==> config.mk <==
export PLATFORM = sky130hd
export DESIGN_NAME = mips_cpu_reg_writeback
export DESIGN_NICKNAME = d
export VERILOG_FILES = /design/src/rtl/mips_cpu_reg_writeback.sv
export SDC_FILE = /design/constraint.sdc
export NUM_CORES = 1
export LEC_CHECK = 0
export BUFFER_PORTS_ARGS = -buffer_cell sky130_fd_sc_hd__buf_2
export CORE_ASPECT_RATIO = 1.4
export CORE_MARGIN = 2
export CORE_UTILIZATION = 57
export DETAILED_ROUTE_END_ITERATION = 12
export GPL_TIMING_DRIVEN = 0
export PLACE_DENSITY = 0.84
export SLEW_MARGIN = 10
export SYNTH_ARGS = -nofsm -noshare
export SYNTH_HDL_FRONTEND = slang
export SYNTH_SLANG_ARGS = --single-unit
==> constraint.sdc <==
create_clock -name clk -period 4.3 [get_ports clk]
set_input_delay 0.215 -clock clk [delete_from_list [all_inputs] [get_ports clk]]
set_output_delay 0.215 -clock clk [all_outputs]
set_load 0.1 [all_outputs]
==> src/rtl/mips_cpu_reg_writeback.sv <==
// mips_cpu_reg_writeback: register-file write-port arbiter with load tracking and an ALU skid FIFO
module mips_cpu_reg_writeback #(
    parameter int DEPTH = 2
) (
    input  logic                    clk,
    input  logic                    reset,
    input  logic                    alu_valid,
    output logic                    alu_ready,
    input  logic [4:0]              alu_addr,
    input  logic [31:0]             alu_data,
    input  logic                    load_issue,
    input  logic [4:0]              load_issue_addr,
    input  logic                    load_valid,
    input  logic [31:0]             load_data,
    output logic                    load_busy,
    output logic [4:0]              pending_addr,
    output logic                    writeEnable,
    output logic [4:0]              writeAddress,
    output logic [31:0]             dataIn,
    output logic [$clog2(DEPTH):0]  fifo_count,
    output logic                    protocol_err
);
    localparam int AW = $clog2(DEPTH);
    localparam int CW = AW + 1;
    logic [4:0]    fifo_addr [DEPTH];
    logic [31:0]   fifo_data [DEPTH];
    logic [AW-1:0] rd_ptr, wr_ptr;
    logic          load_win, fifo_ne, alu_acc, pop, bypass, push, sel_valid;
    logic [4:0]    sel_addr;
    logic [31:0]   sel_data;
    assign alu_ready = fifo_count < CW'(DEPTH);
    assign alu_acc   = alu_valid && alu_ready;
    assign load_win  = load_valid && load_busy;
    assign fifo_ne   = fifo_count != '0;
    assign pop       = !load_win && fifo_ne;
    assign bypass    = !load_win && !fifo_ne && alu_acc;
    assign push      = alu_acc && !bypass;
    assign sel_valid = load_win || fifo_ne || alu_acc;
    assign sel_addr  = load_win ? pending_addr : fifo_ne ? fifo_addr[rd_ptr] : alu_addr;
    assign sel_data  = load_win ? load_data : fifo_ne ? fifo_data[rd_ptr] : alu_data;
    always_ff @(posedge clk) begin
        if (push) begin
            fifo_addr[wr_ptr] <= alu_addr;
            fifo_data[wr_ptr] <= alu_data;
        end
    end
    always_ff @(posedge clk or negedge reset) begin
        if (!reset) begin
            rd_ptr       <= '0;
            wr_ptr       <= '0;
            fifo_count   <= '0;
            load_busy    <= 1'b0;
            pending_addr <= '0;
            writeEnable  <= 1'b0;
            writeAddress <= '0;
            dataIn       <= '0;
            protocol_err <= 1'b0;
        end else begin
            if (push) wr_ptr <= wr_ptr + 1'b1;
            if (pop) rd_ptr <= rd_ptr + 1'b1;
            fifo_count  <= fifo_count + CW'(push) - CW'(pop);
            writeEnable <= sel_valid && sel_addr != 5'd0;
            if (sel_valid) begin
                writeAddress <= sel_addr;
                dataIn       <= sel_data;
            end
            if (load_issue && (!load_busy || load_valid)) begin
                load_busy    <= 1'b1;
                pending_addr <= load_issue_addr;
            end else if (load_win) begin
                load_busy <= 1'b0;
            end
            if ((load_issue && load_busy && !load_valid) || (load_valid && !load_busy)) protocol_err <= 1'b1;
        end
    end
endmodule

* Yosys cells after proc, flatten, opt, wreduce, memory -nomap -nowiden *
Memories as Yosys holds them, arrays and structs flattened.
Cells that the tools add are included.

word-level totals
  register bits = 49
  output and inout bits = 48
  memories = 2
  word-level logic and storage cells = 47
  memory bits (writable) = 74

memories
  memory     words  width  rd ports  clocked after Yosys merged registers in  write ports  line  RTL
  fifo_data  2      32     1         0                                        1            26    logic [31:0] fifo_data [DEPTH];
  fifo_addr  2      5      1         0                                        1            25    logic [4:0] fifo_addr [DEPTH];

operators by class
  order comparisons = 1
  reductions and logical operators = 23
  $add $sub $neg = 4
  mux-type cells = 8

operators with widths
  cell                                               number
  32-bit two-way mux                                 2
  1-bit logical AND                                  11
  5-bit two-way mux                                  2
  1-bit zero test                                    5
  5-bit nonzero test                                 1
  1-bit logical OR                                   4
  1-bit two-way mux                                  4
  2-bit nonzero test                                 2
  1-bit adder, second input constant                 2
  2-bit by 1-bit adder with 2-bit output             1
  2-bit less-than comparator, second input constant  1
  2-bit by 1-bit subtractor with 2-bit output        1

* Longest topological paths before layout *
  word-level depth = 8
  mapped depth = 8
  depth with buffers taken out = 5

* Worst setup path before layout *
Ideal clock, no wire load.

  kind = reg2reg
  start = reg fifo_count[0]
  end = mem fifo_addr[0][0], enable pin
  arrival = 3.154 ns
  stages on the path, launching flop included = 7
  path buffers = 3
  clock period less this slack = 3.586 ns
  library setup time = 0.431 ns
  data required time = 3.869 ns
  setup slack = 0.714 ns
  cells stage by stage = dfrtp_1 -> or2_1 -> buf_6 -> buf_6 -> buf_6 -> o21ai_2 -> nor2_1

on the way
  longest elaborated chain between the ends = 8
  elaborated cells on any way between the ends = 10
  those cells by class = order compare (1); mux (2); reduce/logical (7)

RTL lines
  element                                                                             line  RTL
  from (decl)                                                                         20    output logic [$clog2(DEPTH):0] fifo_count,
  from (signal assigned)                                                              61    fifo_count <= fifo_count + CW'(push) - CW'(pop);
  parallel branches: the longest is 5 deep, another holds 2-bit less-than comparator  --
  1-bit logical AND *                                                                 37    assign push = alu_acc && !bypass;
  1-bit two-way mux *                                                                 42    if (push) begin
  1-bit two-way mux (not written as such) *                                           43    fifo_addr[wr_ptr] <= alu_addr;
  to (decl)                                                                           25

Every way passes the cells marked *.

* Worst setup path in the final report *
  start = reg fifo_count[0]
  end = mem fifo_data[0][6], enable pin

on the way
  longest elaborated chain between the ends = 8
  elaborated cells on any way between the ends = 10
  those cells by class = order compare (1); mux (2); reduce/logical (7)

RTL lines
  element                                                                             line  RTL
  parallel branches: the longest is 5 deep, another holds 2-bit less-than comparator  --
  1-bit logical AND *                                                                 37
  1-bit two-way mux *                                                                 42
  1-bit two-way mux (not written as such) *                                           44    fifo_data[wr_ptr] <= alu_data;
  to (decl)                                                                           26

Marks and branches as above.

==> flow_summary_export.csv <==
group,metric,value,unit
detailed_routing,drt_iter0_drc,328,
detailed_routing,ant_nets,0,
global_routing,grt_max_degree,50,
critical_path,startpoint,"fifo_count[0]$_DFF_PN0_",
critical_path,cp_max_fo,20,
synthesis,netlist_instances,408,
placement,port_buffers,126,
global_routing,grt_pass1_wl,19600,µm
synthesis,ys_top_cells_by_area,"edfxtp_1 43%, dfrtp_1 24%, mux2i_1 7.3%",
min_path,min_path_cells,3,
synthesis,synth_area_per_cell,12.7,µm²
final_layout,diodes,0,
critical_path,end_kind,"flip-flop",
synthesis,yosys.area.top_type,"edfxtp_1",
floorplan,row_count,41,
detailed_routing,via_per_inst,5.62,
cts,cts_setup_buffers,0,
floorplan,dieArea,9910,µm²
detailed_routing,drt_pass1_iterations,5,
min_path,holdPathEnd,"load_busy$_DFFE_PN0P_",
detailed_routing,wirelength,12900,µm
synthesis,ys_ff_latch,123,
floorplan,dieWidth,84.7,µm
synthesis,ys.flop_type,"edfxtp_1",
sta,setup_viol,0,
global_routing,grt_usage,26.6,%
cts,cts_hold_buf,24,
sta,setup_tns,0,ns
sta,maxSlewHeadroom,56.0,%
min_path,hold_path.class,"primary input to flip-flop",
floorplan,ios,127,
cts,cts-htree-levels,4,
global_routing,grt-ovfl-total,0,
cts,clk_latency,0.41,ns
synthesis,async_flop_share,39.8,%
final_layout,drive_above_1_share,31.9,%
final_layout,area_growth,32.6,%
placement,place.gp.congestion,0.804,
synthesis,syn_area,5200,µm²
outcome,outcome,"completed",
min_path,worstHoldStart,"load_issue",
sta,finalMaxSlewViolations,0,
final_layout,fillerInstances,569,
placement,hpwl,8510,µm
critical_path,critical_path_arrival,2.27,ns
sta,fin_crit,2.16,ns
critical_path,reg2reg_depth,7,
cts,clock_path_buffers,2,
sta,finClkSkew,0.00452,ns
cts,cts-root-buf,"clkbuf_16",
synthesis,synth_warnings,0,
critical_path,rrSetupSlack,2.14,ns
cts,clkTransAtPathRegs,0.06,ns
sta,tightestPinTransition,0.660,ns
detailed_routing,avgRoutedWirePerCell,18.4,µm
sta,fin_crit_sh,50.2,%
critical_path,worst_setup_path_start_kind,"flip-flop",
global_routing,antenna_found_initial,0,
synthesis,syn_nets,488,
cts,cts_tree,"built",
synthesis,yosysTopAreaCellShare,42.8,%
sta,fmax,0.464,GHz
global_routing,grt_pass1_vias,3994,
floorplan,start_util,58.2,%
sta,rsz0062_at_grt,"no",
floorplan,coreArea,8930,µm²
cts,numCtsBuffers,17,
cts,cts_resized,0,
sta,hold_violations,0,
critical_path,rr_startpoint,"fifo_count[0]$_DFF_PN0_",
floorplan,die_h,117,µm
cts,clock-sinks,123,
critical_path,reg2reg_to,"fifo_data[0][6]$_DFFE_PP_",
final_layout,nNetsFinal,660,
detailed_routing,drc,0,
critical_path,crit_type,"flip-flop to flip-flop",
synthesis,synth_edf_count,74,
synthesis,synth.yosys.seq_area_share,66.4,%
job,maxCapViolations,0,
detailed_routing,vias,3936,
synthesis,ys_types,31,
critical_path,cp.required,4.42,ns
[sequential cells by signal, summed over array words and instances, names as in the netlist, 2 cells and up]
name          count
fifo_addr        10
dataIn           32
fifo_data        64
writeAddress      5
pending_addr      5
fifo_count        2
[placed cells by master (no fill, tap or decap), drive strengths merged, types with 2 or more instances in the layout]
| cell | instances |
|---|---|
| buf | 149 |
| edfxtp | 74 |
| dfrtp | 49 |
| nand2 | 41 |
| a21oi | 40 |
| o21ai | 40 |
| mux2i | 38 |
| nor2 | 38 |
| a211oi | 32 |
| dlygate4sd3 | 25 |
| clkbuf | 25 |
| clkinv | 7 |
| mux2 | 6 |
| inv | 5 |
| clkinvlp | 4 |
| bufinv | 4 |
| xnor2 | 3 |
| nand2b | 2 |
| a221oi | 2 |
[how the worst max path moves through the flow]
stage	depth (start not counted)	end	slack (ns)
final	7	fifo_data[0][6]$_DFFE_PP_	2.14
after global placement	6	fifo_data[0][9]$_DFFE_PP_	0.46
after CTS	7	fifo_data[1][9]$_DFFE_PP_	2.14
after global routing	7	fifo_data[0][5]$_DFFE_PP_	2.03
after detailed placement	7	fifo_data[0][9]$_DFFE_PP_	2.16
after floorplan	6	fifo_addr[0][0]$_DFFE_PP_	0.71
[layout make-up]
type                            instances  area (µm²)  area share (%)
Tap cell                              107         134            1.94
Inverter                                5        18.8           0.272
Clock inverter                         15         180            2.62
Buffer                                 29         205            2.98
Timing Repair Buffer                  153         938            13.6
Multi-Input combinational cell        251        1540            22.3
Sequential cell                       123        3450            50.1
Clock buffer                           17         425            6.18
[per-layer routing]
layer / track usage, % / routed length, µm / share of wire (%)
met5: 0 / 0 / 0
met4: 11.6 / 357 / 2.8
met3: 7.85 / 762 / 5.9
met2: 47.4 / 6910 / 54
met1: 29.7 / 4840 / 38
[per-stage QoR]
step / area (µm²) / std cells / setup slack (ns) / hold slack, ns / utilization [%]
floorplan: 5200 / 408 / 0.714 / -0.0806 / -
global placement: 5960 / 641 / 0.462 / 0.414 / 66.8
detailed placement: 6030 / 643 / 2.16 / 0.421 / 67.6
CTS: 6880 / 699 / 2.14 / 0.000982 / 77.0
global route: 6890 / 700 / 2.03 / 0.00118 / 77.2
finish: 6890 / 700 / 2.14 / 0.0204 / 77.2
[worst max-delay path, stage by stage (launching register included)]
cell	delay (ns)
dfrtp_1	0.39
or2_1	0.13
buf_6	0.12
buf_6	0.16
buf_6	0.17
o21ai_2	0.12
nor2_4	0.52
buf_16	0.24
[synthesized netlist by cell type, drive strengths merged (2+ instances only)]
cell type,number
dfrtp,49
a211oi,32
mux2i,38
inv,5
mux2,6
a221oi,2
nand2,41
o21ai,40
nand2b,2
buf,21
edfxtp,74
nor2,38
clkbuf,8
xnor2,3
a21oi,40
[kinds of logic (layout without fill, tap and decap cells)]
group | Yosys count | count (layout) | share of synthesized area, %
buffers and inverters | 34 | 219 | 4.31
xor gates and xnor gates | 3 | 3 | 0.506
adders and majority gates | 1 | 1 | 0.241
DFF | 123 | 123 | 66.4
AOI/OAI and AO/OA | 118 | 118 | 13.5
and+or+nand+nor | 85 | 85 | 6.50
muxes | 44 | 44 | 8.62
Power is left out: the tool's default activity adds up to more than one toggle a clock period on the data nets, which glitch-free logic cannot reach.
